$ cat config.mk
export PLATFORM = sky130hd
export DESIGN_NAME = exec_decode_unit
export DESIGN_NICKNAME = d
export VERILOG_FILES = /design/src/rtl/mips_pkg.sv /design/src/rtl/alu_core.sv /design/src/rtl/exec_decode_unit.sv
export SDC_FILE = /design/constraint.sdc
export NUM_CORES = 1
export LEC_CHECK = 0
export BUFFER_PORTS_ARGS = -buffer_cell sky130_fd_sc_hd__buf_2
export CAP_MARGIN = 20
export CELL_PAD_IN_SITES_DETAIL_PLACEMENT = 1
export CELL_PAD_IN_SITES_GLOBAL_PLACEMENT = 1
export CORE_MARGIN = 2
export CORE_UTILIZATION = 35
export CTS_CLUSTER_SIZE = 30
export DETAILED_ROUTE_END_ITERATION = 7
export PLACE_DENSITY = 0.71
export SLEW_MARGIN = 20
export SYNTH_ARGS = -nofsm -noshare
export SYNTH_HDL_FRONTEND = slang
export SYNTH_SLANG_ARGS = --single-unit
$ cat constraint.sdc
create_clock -name clk -period 2.55 [get_ports clk]
set_clock_uncertainty 0.05 [all_clocks]
set_input_delay 0.255 -clock clk [delete_from_list [all_inputs] [get_ports clk]]
set_output_delay 0.255 -clock clk [all_outputs]
set_load 0.005 [all_outputs]
$ cat src/rtl/mips_pkg.sv
// Shared encodings for the MIPS decode/execute slice: opcodes, functs,
// ALU-op classes, ALU control codes and the control bundle.
package mips_pkg;

    localparam logic [5:0] OP_RTYPE = 6'b000000;
    localparam logic [5:0] OP_LW    = 6'b100011;
    localparam logic [5:0] OP_SW    = 6'b101011;
    localparam logic [5:0] OP_BEQ   = 6'b000100;
    localparam logic [5:0] OP_BNE   = 6'b000101;
    localparam logic [5:0] OP_ADDI  = 6'b001000;
    localparam logic [5:0] OP_J     = 6'b000010;

    localparam logic [5:0] FN_ADD = 6'b100000;
    localparam logic [5:0] FN_SUB = 6'b100010;
    localparam logic [5:0] FN_AND = 6'b100100;
    localparam logic [5:0] FN_OR  = 6'b100101;
    localparam logic [5:0] FN_NOR = 6'b100111;
    localparam logic [5:0] FN_SLT = 6'b101010;

    localparam logic [1:0] ALUOP_ADD   = 2'b00;
    localparam logic [1:0] ALUOP_SUB   = 2'b01;
    localparam logic [1:0] ALUOP_FUNCT = 2'b10;

    localparam logic [3:0] ALU_AND = 4'b0000;
    localparam logic [3:0] ALU_OR  = 4'b0001;
    localparam logic [3:0] ALU_ADD = 4'b0010;
    localparam logic [3:0] ALU_SUB = 4'b0110;
    localparam logic [3:0] ALU_SLT = 4'b0111;
    localparam logic [3:0] ALU_NOR = 4'b1100;

    typedef struct packed {
        logic       regdst;
        logic       branch_eq;
        logic       branch_ne;
        logic       memread;
        logic       memwrite;
        logic       memtoreg;
        logic       regwrite;
        logic       alusrc;
        logic       jump;
        logic [1:0] aluop;
    } ctrl_t;

endpackage

$ cat src/rtl/alu_core.sv
// Purely combinational 32-bit ALU with zero flag.
module alu_core
    import mips_pkg::*;
(
    input  logic [3:0]  ctl_i,
    input  logic [31:0] op1_i,
    input  logic [31:0] op2_i,
    output logic [31:0] out_o,
    output logic        zero_o
);

    always_comb begin
        out_o = 32'h0;
        case (ctl_i)
            ALU_AND: out_o = op1_i & op2_i;
            ALU_OR:  out_o = op1_i | op2_i;
            ALU_ADD: out_o = op1_i + op2_i;
            ALU_SUB: out_o = op1_i - op2_i;
            ALU_SLT: out_o = {31'b0, $signed(op1_i) < $signed(op2_i)};
            ALU_NOR: out_o = ~(op1_i | op2_i);
            default: out_o = 32'h0;
        endcase
    end

    assign zero_o = (out_o == 32'h0);

endmodule

$ cat src/rtl/exec_decode_unit.sv
// Registered decode-and-execute stage: main control, ALU control, operand mux
// and ALU, with every output captured in a single register stage.
module exec_decode_unit
    import mips_pkg::*;
(
    input  logic        clk,
    input  logic        reset,
    input  logic [31:0] inst,
    input  logic [31:0] a,
    input  logic [31:0] b,
    output logic        regdst,
    output logic        branch_eq,
    output logic        branch_ne,
    output logic        memread,
    output logic        memwrite,
    output logic        memtoreg,
    output logic        regwrite,
    output logic        alusrc,
    output logic        jump,
    output logic [1:0]  aluop,
    output logic [3:0]  aluctl,
    output logic [31:0] result,
    output logic        zero
);

    ctrl_t       ctrl_d, ctrl_q;
    logic [3:0]  aluctl_d, aluctl_q;
    logic [31:0] result_d, result_q;
    logic        zero_d, zero_q;
    logic [31:0] op2;
    logic        unused_inst;

    // Register-number fields are consumed elsewhere in the pipeline.
    assign unused_inst = ^inst[25:16];

    always_comb begin
        ctrl_d = '0;
        case (inst[31:26])
            OP_RTYPE: begin
                ctrl_d.regdst   = 1'b1;
                ctrl_d.regwrite = 1'b1;
                ctrl_d.aluop    = ALUOP_FUNCT;
            end
            OP_LW: begin
                ctrl_d.memread  = 1'b1;
                ctrl_d.memtoreg = 1'b1;
                ctrl_d.regwrite = 1'b1;
                ctrl_d.alusrc   = 1'b1;
            end
            OP_SW: begin
                ctrl_d.memwrite = 1'b1;
                ctrl_d.alusrc   = 1'b1;
            end
            OP_BEQ: begin
                ctrl_d.branch_eq = 1'b1;
                ctrl_d.aluop     = ALUOP_SUB;
            end
            OP_BNE: begin
                ctrl_d.branch_ne = 1'b1;
                ctrl_d.aluop     = ALUOP_SUB;
            end
            OP_ADDI: begin
                ctrl_d.regwrite = 1'b1;
                ctrl_d.alusrc   = 1'b1;
            end
            OP_J:    ctrl_d.jump = 1'b1;
            default: ctrl_d = '0;
        endcase
    end

    always_comb begin
        aluctl_d = ALU_AND;
        case (ctrl_d.aluop)
            ALUOP_ADD: aluctl_d = ALU_ADD;
            ALUOP_SUB: aluctl_d = ALU_SUB;
            ALUOP_FUNCT: begin
                case (inst[5:0])
                    FN_ADD:  aluctl_d = ALU_ADD;
                    FN_SUB:  aluctl_d = ALU_SUB;
                    FN_AND:  aluctl_d = ALU_AND;
                    FN_OR:   aluctl_d = ALU_OR;
                    FN_NOR:  aluctl_d = ALU_NOR;
                    FN_SLT:  aluctl_d = ALU_SLT;
                    default: aluctl_d = ALU_AND;
                endcase
            end
            default: aluctl_d = ALU_AND;
        endcase
    end

    assign op2 = ctrl_d.alusrc ? {{16{inst[15]}}, inst[15:0]} : b;

    alu_core u_alu (
        .ctl_i  (aluctl_d),
        .op1_i  (a),
        .op2_i  (op2),
        .out_o  (result_d),
        .zero_o (zero_d)
    );

    always_ff @(posedge clk or posedge reset) begin
        if (reset) begin
            ctrl_q   <= '0;
            aluctl_q <= 4'h0;
            result_q <= 32'h0;
            zero_q   <= 1'b0;
        end else begin
            ctrl_q   <= ctrl_d;
            aluctl_q <= aluctl_d;
            result_q <= result_d;
            zero_q   <= zero_d;
        end
    end

    assign regdst    = ctrl_q.regdst;
    assign branch_eq = ctrl_q.branch_eq;
    assign branch_ne = ctrl_q.branch_ne;
    assign memread   = ctrl_q.memread;
    assign memwrite  = ctrl_q.memwrite;
    assign memtoreg  = ctrl_q.memtoreg;
    assign regwrite  = ctrl_q.regwrite;
    assign alusrc    = ctrl_q.alusrc;
    assign jump      = ctrl_q.jump;
    assign aluop     = ctrl_q.aluop;
    assign aluctl    = aluctl_q;
    assign result    = result_q;
    assign zero      = zero_q;

endmodule

==> out/results.ini, run 1 <==
[outcome]
status = did not finish
haltStage = 5_1_grt
firstError = [ERROR GRT-0232] Routing congestion too high. Check the congestion heatmap in the GUI.

[yosys]
synthMuxAreaShare = 0.00282
synthesis.nets = 1198
synth_fa_ha_area_frac = 0.191
synth.top_cell.area_share = 0.185
ys_ff_latch = 47
synthArstFlopShare = 1.00
syn_area_um2 = 7100
netlist_top_cells_area = ha_1 (18%), dfrtp_1 (17%), nand2_1 (8.6%), inv_1 (5.7%), a21oi_1 (5.5%)
synth_cells = 993
synth_top_family_by_area = compound AO/OA/AOI/OAI gates
synth_seq_area_share = 0.166
yosysTopAreaCell = ha_1
synth_compound_area_frac = 0.312
yosysUniqueCellTypes = 82
postSynthAreaPerCell_um2 = 7.15
synth_common_cells = nand2_1 (163), inv_1 (107), ha_1 (105)
synth_xor_area_frac = 0.0148
synth_ff_type = dfrtp_1
synth_simple_gate_area_frac = 0.227
yosysWarnings = 0
synth_edf_count = 0
yosysMostFrequentCell = nand2_1

[place]
place_ws_ns = -2.68
dp.cells = 1753
hpwl_um = 29400
postPlaceCellArea_um2 = 11500
port_buffers = 135
gp_congestion = 0.963

[clocking]
clockBufferDepth = 2
clock-root-buffer = clkbuf_16
cts_buffers = 5
cts_sinks = 47
cts.htree.levels = 2

[global_routing]
antenna_found_initial = 5
grt_max_degree = 26
grt_usage = 0.665
grt_overflow_total = 7

[die]
dieHeight_um = 146
rows = 52
start_util = 0.353
ios = 146
die_w_um = 146

[timing]
grt-worst-endpoint = zero$_DFF_PP0_/D
worst-ep-kind = register data pin

## cell families after synthesis
| logic type | Yosys count |
|---|---|
| mux | 2 |
| xor+xnor | 12 |
| simple gates | 344 |
| fa+ha+maj | 107 |
| flops | 47 |
| buf+inv | 159 |
| compound gates | 322 |
## routing by layer
metal,track usage,overflow
met1,0.653,0
met5,0.0523,0
met3,0.400,0
met2,0.918,1
met4,0.717,6
## through the flow
| stage | utilization | hold slack, ns |
|---|---|---|
| 3_5_place_dp | 0.572 | 0.273 |
| 4_1_cts | 0.632 | 0.185 |
| 3_3_place_gp | 0.572 | 0.262 |
| 2_1_floorplan | - | 0.271 |
## repair_timing
action	CTS
setup buffers	39
setup endpoints to repair	32
resized for setup	162
hold buffers	1
pin swaps	54
hold endpoints to repair	24
gates cloned	1
==> inputs of run 2 (changes only) <==
Settings changed: CELL_PAD_IN_SITES_DETAIL_PLACEMENT 1 to unset, CELL_PAD_IN_SITES_GLOBAL_PLACEMENT 1 to unset, CORE_UTILIZATION 35 to 20, CTS_CLUSTER_SIZE 30 to unset, PLACE_DENSITY 0.71 to unset, PLACE_DENSITY_LB_ADDON set to 0.15.
==> out/results.ini, run 2 <==
[clocking]
tritoncts = yes
cts.htree.levels = 2  ; unchanged
cts_buffers = 5  ; unchanged
clockBufferDepth = 2  ; unchanged
cts_sinks = 47  ; unchanged
clock-root-buffer = clkbuf_16  ; unchanged
clk_pin_slew_worst_paths_ns = 0.08

[global_routing]
antenna_found_initial = 0
grt_usage = 0.192
grt_first_pass_wirelength_um = 54000
grt_max_degree = 22
grt_overflow_total = 0
grt_pass1_vias = 9404

[flow_run]
maxCapViolCount = 0

[timing]
finalSetupTns_ns = -27.29
setup_violations = 30
rsz0062_at_grt = true
fin_crit_ns = 4.54
setup_slack_ns = -1.99
drv_slew = 0
hold_ws_ns = 0.182
fmax_mhz = 220
finalHoldViolations = 0
finalCritPeriodShare = 1.78
max_slew_margin = 0.632
worstMarginPinSlew_ns = 0.552

[die]
ios = 146  ; unchanged
dieHeight_um = 192  ; was 146 um
core_area_um2 = 35300
rows = 69  ; was 52
fp.dieArea_um2 = 37000
die_w_um = 192  ; was 146 um
start_util = 0.201  ; was 0.353

[setup_path]
path_class = in2reg
cp.arrival_ns = 4.71
path_max_fanout = 7
cp.required_ns = 2.72
start_kind = input pin
end_kind = register

[yosys]
synthArstFlopShare = 1.00  ; unchanged
synth_cells = 993  ; unchanged
synth_fa_ha_area_frac = 0.191  ; unchanged
synth_edf_count = 0  ; unchanged
postSynthAreaPerCell_um2 = 7.15  ; unchanged
synth_xor_area_frac = 0.0148  ; unchanged
synthesis.nets = 1198  ; unchanged
synthMuxAreaShare = 0.00282  ; unchanged
synth_common_cells = nand2_1 (163), inv_1 (107), ha_1 (105)  ; unchanged
netlist_top_cells_area = ha_1 (18%), dfrtp_1 (17%), nand2_1 (8.6%), inv_1 (5.7%), a21oi_1 (5.5%)  ; unchanged
ys_ff_latch = 47  ; unchanged
synth_simple_gate_area_frac = 0.227  ; unchanged
synth_top_family_by_area = compound AO/OA/AOI/OAI gates  ; unchanged
synth_seq_area_share = 0.166  ; unchanged
yosysTopAreaCell = ha_1  ; unchanged
yosysUniqueCellTypes = 82  ; unchanged
syn_area_um2 = 7100  ; unchanged
yosysMostFrequentCell = nand2_1  ; unchanged
synth_compound_area_frac = 0.312  ; unchanged
yosysWarnings = 0  ; unchanged
synth_ff_type = dfrtp_1  ; unchanged
synth.top_cell.area_share = 0.185  ; unchanged

[pwr]
power_mw = 4.94
vdd_drop_max_mv = 0.376
power.leakage_nw = 6.58
p_per_area_nw_per_um2 = 358

[outcome]
violations = setup timing
status = complete, but fails checks  ; was did not finish

[min_path]
hold_path_class = in2reg

[cells_and_area]
largest_register_ffs = 32
post-route-util = 0.391
mostFrequentLayoutCells = buf_4 (402), buf_2 (133), nand2_1 (120)
syn2layout_area_growth_pct = 94.1
fin_cells = 2010
nets = 1753
drive_above_1_share = 0.566
antennaDiodeCount = 0
mostFrequentLayoutCell = buf_4

[route]
drt-initial-drc-count = 583
wl_per_cell_um = 17.9
vias = 9316
dr.pass1.iters = 5
via_per_inst = 4.63
drt_drc_violations_left = 0
routed_wl_um = 36000
postRouteAntennaNets = 0

[place]
dp.cells = 1941  ; was 1,753
port_buffers = 135  ; unchanged
gp_congestion = 0.904  ; was 0.963
hpwl_um = 29400  ; about the same

==> run 2: cell counts after synthesis <==
Identical to the previous run, type by type.
==> run 2: power breakdown <==
group / internal (mW) / leakage, nW / switching [mW] / total, mW
sequential: 0.856 / 0.572 / 0.0238 / 0.880
clock: 0.364 / 0.0679 / 0.307 / 0.671
combinational: 1.75 / 5.95 / 1.63 / 3.39
total: 2.97 / 6.58 / 1.96 / 4.94
==> run 2: cell type report <==
class	instances	area, um2
fill	3633	21500
multi-input combinational	788	7010
timing repair buffer	598	4460
sequential	47	1180
tap	461	577
inverter	108	423
clock buffer	7	133
clock inverter	1	5.00
==> run 2: cells by family (layout without fill, tap and decap cells) <==
kind of cell / after synthesis / count (layout)
AOI/OAI and AO/OA: 322 / 322
buffers and inverters: 159 / 714
muxes: 2 / 2
xor gates and xnor gates: 12 / 12
and+or+nand+nor: 344 / 345
DFF: 47 / 47
adders and majority gates: 107 / 107
==> run 2: final timing paths <==
| path | to | start | slack [ns] | depth (start not counted) |
|---|---|---|---|---|
| setup / recovery | zero$_DFF_PP0_ | inst[27] | -1.99 | 21 |
| hold / removal | branch_eq$_DFF_PP0_ | inst[26] | 0.18 | 3 |
| max in group asynchronous | branch_eq$_DFF_PP0_ | reset | 1.32 | 4 |
| min in group asynchronous | zero$_DFF_PP0_ | reset | 0.49 | 3 |
==> run 2: critical path, stage by stage <==
cell,delay [ns]
buf_8,0.10
nor3_4,0.18
nand2_1,0.08
a211o_4,0.38
buf_8,0.16
nand2_4,0.06
nand2_4,0.06
ha_4,0.16
fa_2,0.40
a211oi_4,0.27
o21bai_4,0.12
a21oi_2,0.17
buf_6,0.14
o21ai_4,0.07
a21bo_2,0.20
a221o_1,0.31
a21o_1,0.21
or4_4,0.50
nor4_4,0.24
or4b_4,0.50
nor4_4,0.14
==> run 2: per-stage QoR <==
| stage | worst slack (ns) | area [um2] |
|---|---|---|
| floorplan | -1.81 | 7730 |
| global placement | -2.74 | 11700 |
| detailed placement | -2.74 | 11700 |
| CTS | -1.88 | 13300 |
| global route | -2.15 | 13800 |
| finish | -1.99 | 13800 |
==> run 2: repair_timing <==
action / 4_1_cts / 5_1_grt
gates resized for setup: 252 / 73
pin swaps: 104 / 55
buffers inserted: 47 / 22
cloned: 1 / 0
endpoints found under the setup margin: 31 / 31
endpoints found under the hold margin: 19 / 0
hold buffers: 1 / 0
==> run 2: routing by layer <==
layer  vias to the layer above  share of wire  track usage
met1                      4438           0.46        0.252
met2                       201           0.48        0.336
met5                         -              0            0
met4                         0          0.022       0.0526
li1                       4640              -            -
met3                        37          0.036       0.0158
Note: power is estimated with default switching activity, not from simulation.
==> inputs of run 3 (changes only) <==
Settings changed: TNS_END_PERCENT set to 5.
==> out/results.ini, run 3 (synthesis results as in run 2) <==
[outcome]
status = complete, but fails checks  ; unchanged
violations = setup timing  ; unchanged

[cells_and_area]
mostFrequentLayoutCell = buf_4  ; unchanged
mostFrequentLayoutCells = buf_4 (412), nand2_1 (160), buf_2 (135)  ; was buf_4 (402), buf_2 (133), nand2_1 (120)
largest_register_ffs = 32  ; unchanged
multi_input_area_um2 = 6020  ; was 7010 um2
register_area_um2 = 1180  ; unchanged
final_cell_area_um2 = 12300  ; was 13,800 um2
fillers = 3822  ; was 3,633
fin_cells = 1970  ; was 2,010
drive_above_1_share = 0.459  ; was 0.566
nets = 1713  ; was 1,753
syn2layout_area_growth_pct = 73.1  ; was 94.1%
antennaDiodeCount = 0  ; unchanged

[timing]
fmax_mhz = 217  ; was 220 MHz
finalHoldViolations = 0  ; unchanged
rsz0062_at_grt = true  ; unchanged
fin_crit_ns = 4.62  ; was 4.54 ns
finalCritPeriodShare = 1.81  ; was 1.78
worstMarginPinSlew_ns = 0.551  ; was 0.552 ns
setup_slack_ns = -2.07  ; was -1.99 ns
setup_violations = 31  ; was 30
drv_slew = 0  ; unchanged
max_slew_margin = 0.633  ; was 0.632

[die]
rows = 69  ; unchanged
core_area_um2 = 35300  ; unchanged
ios = 146  ; unchanged
start_util = 0.201  ; unchanged
fp.dieArea_um2 = 37000  ; unchanged
dieHeight_um = 192  ; unchanged
die_w_um = 192  ; unchanged

[flow_run]
maxCapViolCount = 0  ; unchanged

[setup_path]
path_class = in2reg  ; unchanged
cpMaxStageDelayCell = or4_4  ; unchanged
path_cells = buf_2 -> nor3_4 -> nand2_1 -> a211o_4 -> clkinv_4 -> buf_12 -> nand2_1 -> nand2_1 -> inv_1 -> ha_1 -> buf_4 -> o21ai_1 -> o21bai_4 -> a21oi_4 -> o21ai_2 -> a21bo_2 -> a221o_1 -> a21o_1 -> or4_4 -> nor4_4 -> or4b_4 -> nor4_4  ; was buf_8 -> nor3_4 -> nand2_1 -> a211o_4 -> buf_8 -> nand2_4 -> nand2_4 -> ha_4 -> fa_2 -> a211oi_4 -> o21bai_4 -> a21oi_2 -> buf_6 -> o21ai_4 -> a21bo_2 -> a221o_1 -> a21o_1 -> or4_4 -> nor4_4 -> or4b_4 -> nor4_4
cp.arrival_ns = 4.78  ; was 4.71 ns
crit_top_cell = nand2_1
cp.required_ns = 2.72  ; about the same
start_kind = input pin  ; unchanged
slowest_delay_ns = 0.56  ; was 0.50 ns
end_kind = register  ; unchanged
path_max_fanout = 11  ; was 7

[min_path]
hold_depth = 3  ; unchanged
hold_path_class = in2reg  ; unchanged

[route]
routed_wl_um = 34100  ; was 36,000 um
drt-initial-drc-count = 465  ; was 583
dr.pass1.iters = 7  ; was 5
postRouteAntennaNets = 0  ; unchanged
drt_drc_violations_left = 0  ; unchanged
via_per_inst = 4.59  ; was 4.63
wl_per_cell_um = 17.3  ; was 17.9 um
vias = 9041  ; was 9,316

[global_routing]
grt_max_degree = 48  ; was 22
grt_pass1_vias = 9055  ; was 9,404
grt_usage = 0.183  ; was 0.192
grt_first_pass_wirelength_um = 51600  ; was 54,000 um
antenna_found_initial = 0  ; unchanged
grt_overflow_total = 0  ; unchanged

[place]
gp_congestion = 0.903  ; was 0.904
postPlaceCellArea_um2 = 11400  ; was 11,700 um2
dp.cells = 1948  ; was 1,941
port_buffers = 135  ; unchanged
hpwl_um = 29100  ; was 29,400 um

[clocking]
clockBufferDepth = 2  ; unchanged
cts.htree.levels = 2  ; unchanged
tritoncts = yes  ; unchanged
cts_buffers = 5  ; unchanged
clk_pin_slew_worst_paths_ns = 0.08  ; about the same
cts_sinks = 47  ; unchanged
clock-root-buffer = clkbuf_16  ; unchanged

[pwr]
p_per_area_nw_per_um2 = 358  ; about the same
power.leakage_nw = 6.21  ; was 6.58 nW
vdd_drop_max_mv = 0.238  ; was 0.376 mV

run 3: cell types whose count changed in the layout (fill, tap and decap cells not counted), sizes merged:
cell	previous run	this run
clkinvlp	0	1
nand2	164	163
clkinv	2	1
buf	597	558
run 3: worst paths after layout:
| path | start | endpoint | slack (ns) |
|---|---|---|---|
| max in group asynchronous | reset | result[7]$_DFF_PP0_ | 1.73 |
| max | inst[27] | zero$_DFF_PP0_ | -2.07 |
| min | inst[29] | memtoreg$_DFF_PP0_ | 0.21 |
| min in group asynchronous | reset | result[23]$_DFF_PP0_ | 0.49 |
run 3: critical path: cells and delay by family:
family,cells,cell delay (ns)
buffers and inverters,5,0.57
AOI/OAI and AO/OA,8,1.81
adders and majority gates,1,0.28
and+or+nand+nor,8,1.86
run 3: layer usage:
metal,track usage,vias up,share of wire,wire [um]
li1,-,4552,-,-
met1,0.244,4262,0.47,16000
met2,0.317,203,0.48,16300
met3,0.0147,24,0.038,1290
met4,0.0440,0,0.018,611
met5,0,-,0,0
run 3: timing repair:
item / 4_1_cts / 5_1_grt
setup buffers: 6 / 7
hold buffers: 1 / 0
hold endpoints to repair: 47 / 0
setup endpoints to repair: 33 / 33
pin swaps: 24 / 30
cloned: 0 / 0
gates resized for setup: 78 / 57
run 3: report_power, final:
part / leakage (nW) / switching, mW / internal (mW) / total, mW
clock: 0.0761 / 0.298 / 0.417 / 0.716
sequential: 0.572 / 0.0251 / 0.856 / 0.882
combinational: 5.56 / 1.40 / 1.41 / 2.81
total: 6.21 / 1.72 / 2.68 / 4.40
run 3: layout make-up:
cell class              count  area share
clock buffers               7      0.0124
clock inverters             1    0.000610
inverters                 108      0.0334
multi-input cells         787       0.489
flip-flops and latches     47      0.0956
well taps                 461      0.0469
repair buffers            559       0.322
run 3: through the flow:
step,hold slack [ns],power (mW),utilization,setup TNS (ns),setup slack (ns)
global placement,0.272,3.45,0.322,-44.04,-2.71
detailed placement,0.273,3.44,0.322,-45.02,-2.79
global route,0.222,4.72,0.348,-34.28,-2.28
finish,0.209,4.40,0.348,-28.62,-2.07
floorplan,0.271,2.00,-,-20.71,-1.86
CTS,0.199,4.31,0.338,-29.09,-2.12
==> inputs of run 4 (changes only) <==
Clock period 2.55 ns to 5.9 ns, I/O delays scaled along.
==> out/results.ini, run 4 (synthesis results as in run 2) <==
[route]
wl_per_cell_um = 18.3  ; was 17.3 um
via_per_inst = 4.72  ; was 4.59
drt-initial-drc-count = 583  ; was 465
drt_drc_violations_left = 0  ; unchanged
postRouteAntennaNets = 0  ; unchanged
vias = 7786  ; was 9,041
dr.pass1.iters = 5  ; was 7
routed_wl_um = 30200  ; was 34,100 um

[clocking]
clockBufferDepth = 2  ; unchanged
cts.htree.levels = 2  ; unchanged
cts_buffers = 5  ; unchanged
clock-root-buffer = clkbuf_16  ; unchanged
clk_pin_slew_worst_paths_ns = 0.07  ; was 0.08 ns
tritoncts = yes  ; unchanged
cts_setup_buffers = 0  ; was 6
cts_sinks = 47  ; unchanged

[global_routing]
grt_max_degree = 48  ; unchanged
grt_first_pass_wirelength_um = 46000  ; was 51,600 um
grt_pass1_vias = 7792  ; was 9,055
grt_overflow_total = 0  ; unchanged
antenna_found_initial = 0  ; unchanged
grt_usage = 0.163  ; was 0.183

[cells_and_area]
mostFrequentLayoutCell = nand2_1  ; was buf_4
fillers = 3973  ; was 3,822
fin_cells = 1651  ; was 1,970
final_cell_area_um2 = 9160  ; was 12,300 um2
nets = 1393  ; was 1,713
mostFrequentLayoutCells = nand2_1 (163), buf_2 (135), inv_1 (106)  ; was buf_4 (412), nand2_1 (160), buf_2 (135)
drive_above_1_share = 0.231  ; was 0.459
largest_register_ffs = 32  ; unchanged
syn2layout_area_growth_pct = 29.0  ; was 73.1%
post-route-util = 0.259  ; was 0.348

[die]
rows = 69  ; unchanged
fp.dieArea_um2 = 37000  ; unchanged
ios = 146  ; unchanged
die_w_um = 192  ; unchanged
start_util = 0.201  ; unchanged
core_area_um2 = 35300  ; unchanged
dieHeight_um = 192  ; unchanged

[timing]
fin_crit_ns = 5.50
finalCritPeriodShare = 0.932
finalSetupTns_ns = 0  ; was -28.62 ns
drv_slew = 0  ; unchanged
setup_violations = 0  ; was 31
finalHoldViolations = 0  ; unchanged
setup_slack_ns = 0.403  ; was -2.07 ns
rsz0062_at_grt = false  ; was true
worstMarginPinSlew_ns = 0.971  ; was 0.551 ns
max_slew_margin = 0.352  ; was 0.633
fmax_mhz = 182

[pwr]
p_sw_mw = 0.638  ; was 1.72 mW
power.leakage_nw = 4.52  ; was 6.21 nW
switching_share = 0.403  ; was 0.390
p_int_mw = 0.946  ; was 2.68 mW
vdd_drop_max_mv = 0.132  ; was 0.238 mV
seqPwrFrac = 0.241  ; was 0.200
p_per_area_nw_per_um2 = 173  ; was 358 nW/um2
p_clk_frac = 0.218  ; was 0.163
power_frac_comb = 0.541  ; was 0.637

[setup_path]
cp.required_ns = 6.05  ; was 2.72 ns
cpMaxStageDelayCell = or4_1  ; was or4_4
end_kind = register  ; unchanged
start_kind = input pin  ; unchanged
slowest_delay_ns = 0.54  ; was 0.56 ns
path_buf_inv = 5  ; unchanged
path_class = in2reg  ; unchanged
cpLargestDelayFamily = compound AO/OA/AOI/OAI gates  ; was simple AND/OR/NAND/NOR gates
path_max_fanout = 11  ; unchanged
path_cells = buf_2 -> nor3_1 -> nand2_1 -> a211o_2 -> clkinvlp_4 -> nand2_1 -> buf_12 -> nand2_1 -> inv_1 -> ha_1 -> a21oi_1 -> o31ai_1 -> a31oi_1 -> o211ai_1 -> buf_4 -> a21boi_0 -> nor2_1 -> a221oi_1 -> o21ai_1 -> or4_1 -> or4b_1 -> nor4_2  ; was buf_2 -> nor3_4 -> nand2_1 -> a211o_4 -> clkinv_4 -> buf_12 -> nand2_1 -> nand2_1 -> inv_1 -> ha_1 -> buf_4 -> o21ai_1 -> o21bai_4 -> a21oi_4 -> o21ai_2 -> a21bo_2 -> a221o_1 -> a21o_1 -> or4_4 -> nor4_4 -> or4b_4 -> nor4_4
crit_top_cell = nand2_1  ; unchanged
cp.arrival_ns = 5.65  ; was 4.78 ns

[place]
dp.cells = 1642  ; was 1,948
hpwl_um = 25300  ; was 29,100 um
gp_congestion = 0.880  ; was 0.903
postPlaceCellArea_um2 = 8950  ; was 11,400 um2
port_buffers = 135  ; unchanged
place_ws_ns = -0.0212  ; was -2.79 ns

[min_path]
hold_path_class = in2async  ; was in2reg

[flow_run]
maxCapViolCount = 0  ; unchanged

[outcome]
status = finished clean  ; was complete, but fails checks

==> run 4: layout make-up <==
type,count,area (um2),share of cell area
antenna,1,2.50,0.000273
clock buffer,6,139,0.0152
clock inverter,2,35.0,0.00382
inverter,108,410,0.0448
multi-input combinational,787,5340,0.583
sequential,47,1180,0.128
tap,461,577,0.0630
timing repair buffer,239,1480,0.162
==> run 4: per-layer routing <==
layer / wire (um) / up-vias / global-route usage / share of wire
li1: - / 3916 / - / -
met1: 14500 / 3626 / 0.224 / 0.48
met2: 13900 / 217 / 0.273 / 0.46
met3: 1350 / 27 / 0.0167 / 0.045
met4: 471 / 0 / 0.0373 / 0.016
met5: 0 / - / 0 / 0
==> run 4: repair_timing <==
| item | CTS | global route |
|---|---|---|
| resized for setup | 0 | 7 |
| setup endpoints to repair | 0 | 1 |
| hold buffers | 0 | 0 |
==> run 4: how the worst max path moves through the flow <==
stage / from / to / depth (start not counted)
2_1_floorplan: inst[27] / zero$_DFF_PP0_ / 20
3_3_place_gp: inst[26] / zero$_DFF_PP0_ / 22
3_5_place_dp: inst[26] / zero$_DFF_PP0_ / 23
4_1_cts: inst[26] / zero$_DFF_PP0_ / 23
5_1_grt: inst[26] / zero$_DFF_PP0_ / 22
6_report: inst[26] / zero$_DFF_PP0_ / 22
==> run 4: through the flow <==
step	hold slack [ns]	total power, mW
CTS	0.452	1.60
global route	0.458	1.70
detailed placement	0.784	1.24
finish	0.383	1.58
floorplan	0.606	0.854
global placement	0.789	1.24
==> run 4: power groups by stage <==
stage               logic (mW)  registers [mW]  clock network [mW]
floorplan                0.457           0.396                   0
global placement         0.847           0.389                   0
detailed placement       0.849           0.389                   0
CTS                      0.853           0.383               0.360
global route             0.948           0.387               0.370
finish                   0.857           0.382               0.346
